===== config.mk =====
export PLATFORM = sky130hd
export DESIGN_NAME = stall_ctrl
export DESIGN_NICKNAME = d
export VERILOG_FILES = /design/src/rtl/stall_ctrl.sv
export SDC_FILE = /design/constraint.sdc
export NUM_CORES = 1
export LEC_CHECK = 0
export BUFFER_PORTS_ARGS = -buffer_cell sky130_fd_sc_hd__clkbuf_2
export CAP_MARGIN = 5
export CORE_MARGIN = 5
export CORE_UTILIZATION = 50
export CTS_BUF_LIST = sky130_fd_sc_hd__clkbuf_4 sky130_fd_sc_hd__clkbuf_8 sky130_fd_sc_hd__clkbuf_16
export DETAILED_ROUTE_END_ITERATION = 8
export PLACE_DENSITY = 0.79
export SLEW_MARGIN = 20
export SYNTH_ARGS = -nofsm -noshare
export SYNTH_HDL_FRONTEND = slang
export SYNTH_SLANG_ARGS = --single-unit
export TNS_END_PERCENT = 20

===== constraint.sdc =====
create_clock -name clk -period 4.26 [get_ports clk]
set_clock_uncertainty 0.15 [all_clocks]
set_input_delay 1.278 -clock clk [delete_from_list [all_inputs] [get_ports clk]]
set_output_delay 1.278 -clock clk [all_outputs]
set_load 0.01 [all_outputs]

===== src/rtl/stall_ctrl.sv =====
// Hazard/stall controller: compares D-stage operand Tuse against E/M producer
// Tnew, sequences the shared MDU busy window and counts stalled cycles.
module stall_ctrl #(
  parameter int unsigned MULT_CYCLES = 5,
  parameter int unsigned DIV_CYCLES  = 10
) (
  input  logic        clk,
  input  logic        reset,
  input  logic [4:0]  D_A1,
  input  logic [4:0]  D_A2,
  input  logic [1:0]  D_Tuse_1,
  input  logic [1:0]  D_Tuse_2,
  input  logic        D_is_md,
  input  logic [4:0]  E_A3,
  input  logic [1:0]  E_Tnew,
  input  logic [4:0]  M_A3,
  input  logic [1:0]  M_Tnew,
  input  logic        E_start_mult,
  input  logic        E_start_div,
  output logic        stall,
  output logic        F_en,
  output logic        D_en,
  output logic        E_clr,
  output logic        md_busy,
  output logic [3:0]  md_cnt,
  output logic [31:0] stall_cycles
);

  localparam logic [3:0] MULT_LOAD = 4'(MULT_CYCLES);
  localparam logic [3:0] DIV_LOAD  = 4'(DIV_CYCLES);

  logic        stall_rs;
  logic        stall_rt;
  logic        stall_md;

  logic [3:0]  md_cnt_d,       md_cnt_q;
  logic        md_busy_d,      md_busy_q;
  logic [31:0] stall_cycles_d, stall_cycles_q;

  // A Tuse of 3 can never be below a 2-bit Tnew of at most 2, so unused
  // operands drop out of the comparison without a separate qualifier.
  always_comb begin
    stall_rs = ((D_A1 == E_A3) && (E_A3 != '0) && (D_Tuse_1 < E_Tnew)) ||
               ((D_A1 == M_A3) && (M_A3 != '0) && (D_Tuse_1 < M_Tnew));
    stall_rt = ((D_A2 == E_A3) && (E_A3 != '0) && (D_Tuse_2 < E_Tnew)) ||
               ((D_A2 == M_A3) && (M_A3 != '0) && (D_Tuse_2 < M_Tnew));
    stall_md = D_is_md && (md_busy_q || E_start_mult || E_start_div);
  end

  always_comb begin
    stall = stall_rs || stall_rt || stall_md;
    F_en  = ~stall;
    D_en  = ~stall;
    E_clr = stall;
  end

  always_comb begin
    md_cnt_d = md_cnt_q;
    if (E_start_div) begin
      md_cnt_d = DIV_LOAD;
    end else if (E_start_mult) begin
      md_cnt_d = MULT_LOAD;
    end else if (md_cnt_q != '0) begin
      md_cnt_d = md_cnt_q - 4'd1;
    end
    md_busy_d = (md_cnt_d != '0);
  end

  always_comb begin
    stall_cycles_d = stall_cycles_q;
    if (stall && (stall_cycles_q != '1)) begin
      stall_cycles_d = stall_cycles_q + 32'd1;
    end
  end

  always_ff @(posedge clk) begin
    if (reset) begin
      md_cnt_q       <= '0;
      md_busy_q      <= 1'b0;
      stall_cycles_q <= '0;
    end else begin
      md_cnt_q       <= md_cnt_d;
      md_busy_q      <= md_busy_d;
      stall_cycles_q <= stall_cycles_d;
    end
  end

  assign md_cnt       = md_cnt_q;
  assign md_busy      = md_busy_q;
  assign stall_cycles = stall_cycles_q;

endmodule

==> impl_results.md <==
- Clock tree buffer depth: 2
- Worst hold path class: reg -> reg
- Crit path buf inv count: 4
- Share of the yosys chip area belonging to registers: 32.1%
- Slew Viols, Final: 0
- Final setup fails: 0
- Top cells by count, synth: nor2_1, dfxtp_1, xor2_1, xnor2_1, nand4_1
- Fill count: around 390
- Leak: 1.18 nW
- Die W: slightly below 80 um
- Pin count of the biggest net entering global routing: 42
- Worst setup margin: 0.0651 ns
- Post-synth ARST share: 0%
- CTS root buf: clkbuf_8
- GR peak layer: met2
- Cell Area, Placed: 2690 sq um
- Startpoint types: primary input
- Drt pass-1 iters: 4
- Worst EP required: 2.83 ns
- Nets: 382
- Ant. Diodes: 0
- Inst Count DP: 388
- Crit-path leading delay family: compound AO/OA/AOI/OAI gates
- Inserted Clock Buffers: 5
- CTS Hold Bufs: 0
- Worst path max stage delay: roughly 0.42 ns
- Routed wire length: 5630 um
- Vias/cell: 5.55
- Top-area cell type share of the netlist area: 32.1%
- Hold Fails Final Rpt: 0
- DP Wirelength: ~4400 um
- Slew @ Worst Pin: 0.820 ns
- Post-CTS setup buffer count: 0
- Layout area overhead: 20.5%
- Max cap viols: 0
- Normalized max-slew margin: 45.3%
- Finished Layout Cells: about 400
- Number of synthesized flops with an enable pin: 0
- Met1 Track Usage GR: about 25%
- Placer Congestion: 0.811
- DRC violations left: 0
- Cell Int Power: 0.524 mW
- FF+latch count, synth: 37
- Clock Latency Late Sink: just under 0.3 ns
- Post-CTS sizing: 0
- Most common cell on crit path: clkbuf_2
- Core ar.: 4410 sq um
- Kind of critical path: in -> out
- Most area-hungry cell type in the Yosys netlist: dfxtp_1
- PD cells: 259 nW/um^2
- Slowest cell on crit path: a2111oi_1
- Gr usage total: between 10% and 20%
- Most common cell in the netlist: nor2_1
- Number of distinct library cells after synthesis: 48
- Average size of a mapped cell: 8.52 sq um
- Number of core rows: 24
- Switch share: 27.2%
- Predominant post-synthesis flop cell: dfxtp_1
- Met3 Use GR: roughly 5.4%
- First-pass GRT wire length: 9710 um
- Part of the power in registers: about half
- Tmin final: 4.19 ns
- Vias in the first global route: 2127
- Crit path max fanout: 6
- CP Cell Sequence: clkbuf_2 -> inv_1 -> ha_1 -> a2111oi_1 -> nand4_1 -> a21oi_2 -> nor3_4 -> inv_6 -> clkbuf_2
- Number of I/O pins: 74
- Pwr Total: 0.719 mW
- Crit path capture type: output pin
- Buffers on Ports: 73
- Starting Density: 52.3%
- Grt met2 use: 30.1%
- Status: finished, final reports clean
- Number of antenna violations at the first check in global routing: 0
- Die ar.: around 6100 sq um
- YS warnings: 0
- Cell area after synthesis: 2310 sq um
- Fin crit share: 98.5%
- Critical path arrival: 2.77 ns
- Layout Utilization: roughly 63%
- Finished Cell Area: about 2800 sq um
- 1st-iter DRT viols: 137
- CTS tree: built
- Die H: 77.9 um
- Global route overflow: 0
- Synth top area cells: dfxtp_1, xor2_1, nor2_1, xnor2_1, nand4_1
- Hold Slack: 0.386 ns
- Syn Nets: 310
- Max Fclk: between 0.2 and 0.25 GHz
- Switching power: roughly 0.20 mW
- Gate Count Post-Synth: 271
- H-tree levels: 2
- Share of cells above drive strength 1: 30.2%
- Avg WL per Cell: 14.2 um
- ANT nets after route: 0
- Place WS: about 0.063 ns
- Share of total power in combinational logic: 16.9%
- Max VDD drop: about 0.15 mV
- CTS Sinks: 37
- Clock transition at path regs: roughly 0.070 ns
- Vias: around 2200
- Power share of the clock group: 33.1%
- TNS Setup: 0 ns
[registers in the layout, summed over array words and instances, names as in the netlist]
name / count
stall_cycles: 32
md_busy: 1
md_cnt: 4
[kinds of logic after synthesis]
| group | share of synthesized area, % |
|---|---|
| buf+inv | 4.72 |
| compound gates | 5.58 |
| flops | 32.1 |
| fa+ha+maj | 3.25 |
| xor+xnor | 17.1 |
| simple gates | 34.3 |
| mux | 3.03 |
[cell usage in the layout, fill, tap and decap left out, drive strengths merged, types with 2 or more instances in the layout]
cell type / n
clkbuf: 79
nor2: 49
dfxtp: 37
xor2: 26
xnor2: 19
nand4: 18
nand3: 17
inv: 11
nand2: 11
nor3: 7
nor4: 6
ha: 6
or3: 6
nand2b: 5
or4: 5
nor2b: 5
mux2: 5
a21oi: 5
a2111oi: 4
and4: 3
and3: 2
a31oi: 2
o21ai: 2
clkinv: 2
buf: 2
[tightest hold or removal path, stage by stage (launching register included)]
cell     delay [ns]
dfxtp_1        0.34
o31ai_1        0.08
a21oi_1        0.07
[final timing paths]
path,endpoint,from,cells past startpoint,slack [ns]
setup / recovery,E_clr,M_Tnew[1],9,0.07
hold / removal,stall_cycles[25],stall_cycles[25],2,0.39
setup reg to reg,stall_cycles[17],stall_cycles[12],8,1.75
hold reg to reg,stall_cycles[25],stall_cycles[25],2,0.39
[routing by layer]
metal  part of all wire, %  vias to the layer above
met5                     0                        -
met4                   1.7                        0
met3                   7.6                        7
met2                    49                       76
met1                    42                     1025
li1                      -                     1089
[area by class of cell]
cell class,instances,area [sq um],area share (%)
clock buffers,6,76.3,2.74
repair buffers,75,380,13.7
flip-flops and latches,37,741,26.6
clock inverters,2,10.0,0.360
well taps,52,65.1,2.34
multi-input cells,213,1460,52.6
inverters,11,46.3,1.66
[power groups by stage]
stage / clock network, mW / registers [mW] / logic (mW)
floorplan: 0 / 0.369 / 0.0700
global placement: 0 / 0.367 / 0.116
detailed placement: 0 / 0.367 / 0.120
CTS: 0.244 / 0.359 / 0.120
global route: 0.262 / 0.361 / 0.134
finish: 0.238 / 0.360 / 0.121
Note: power is estimated with default switching activity, not from simulation.
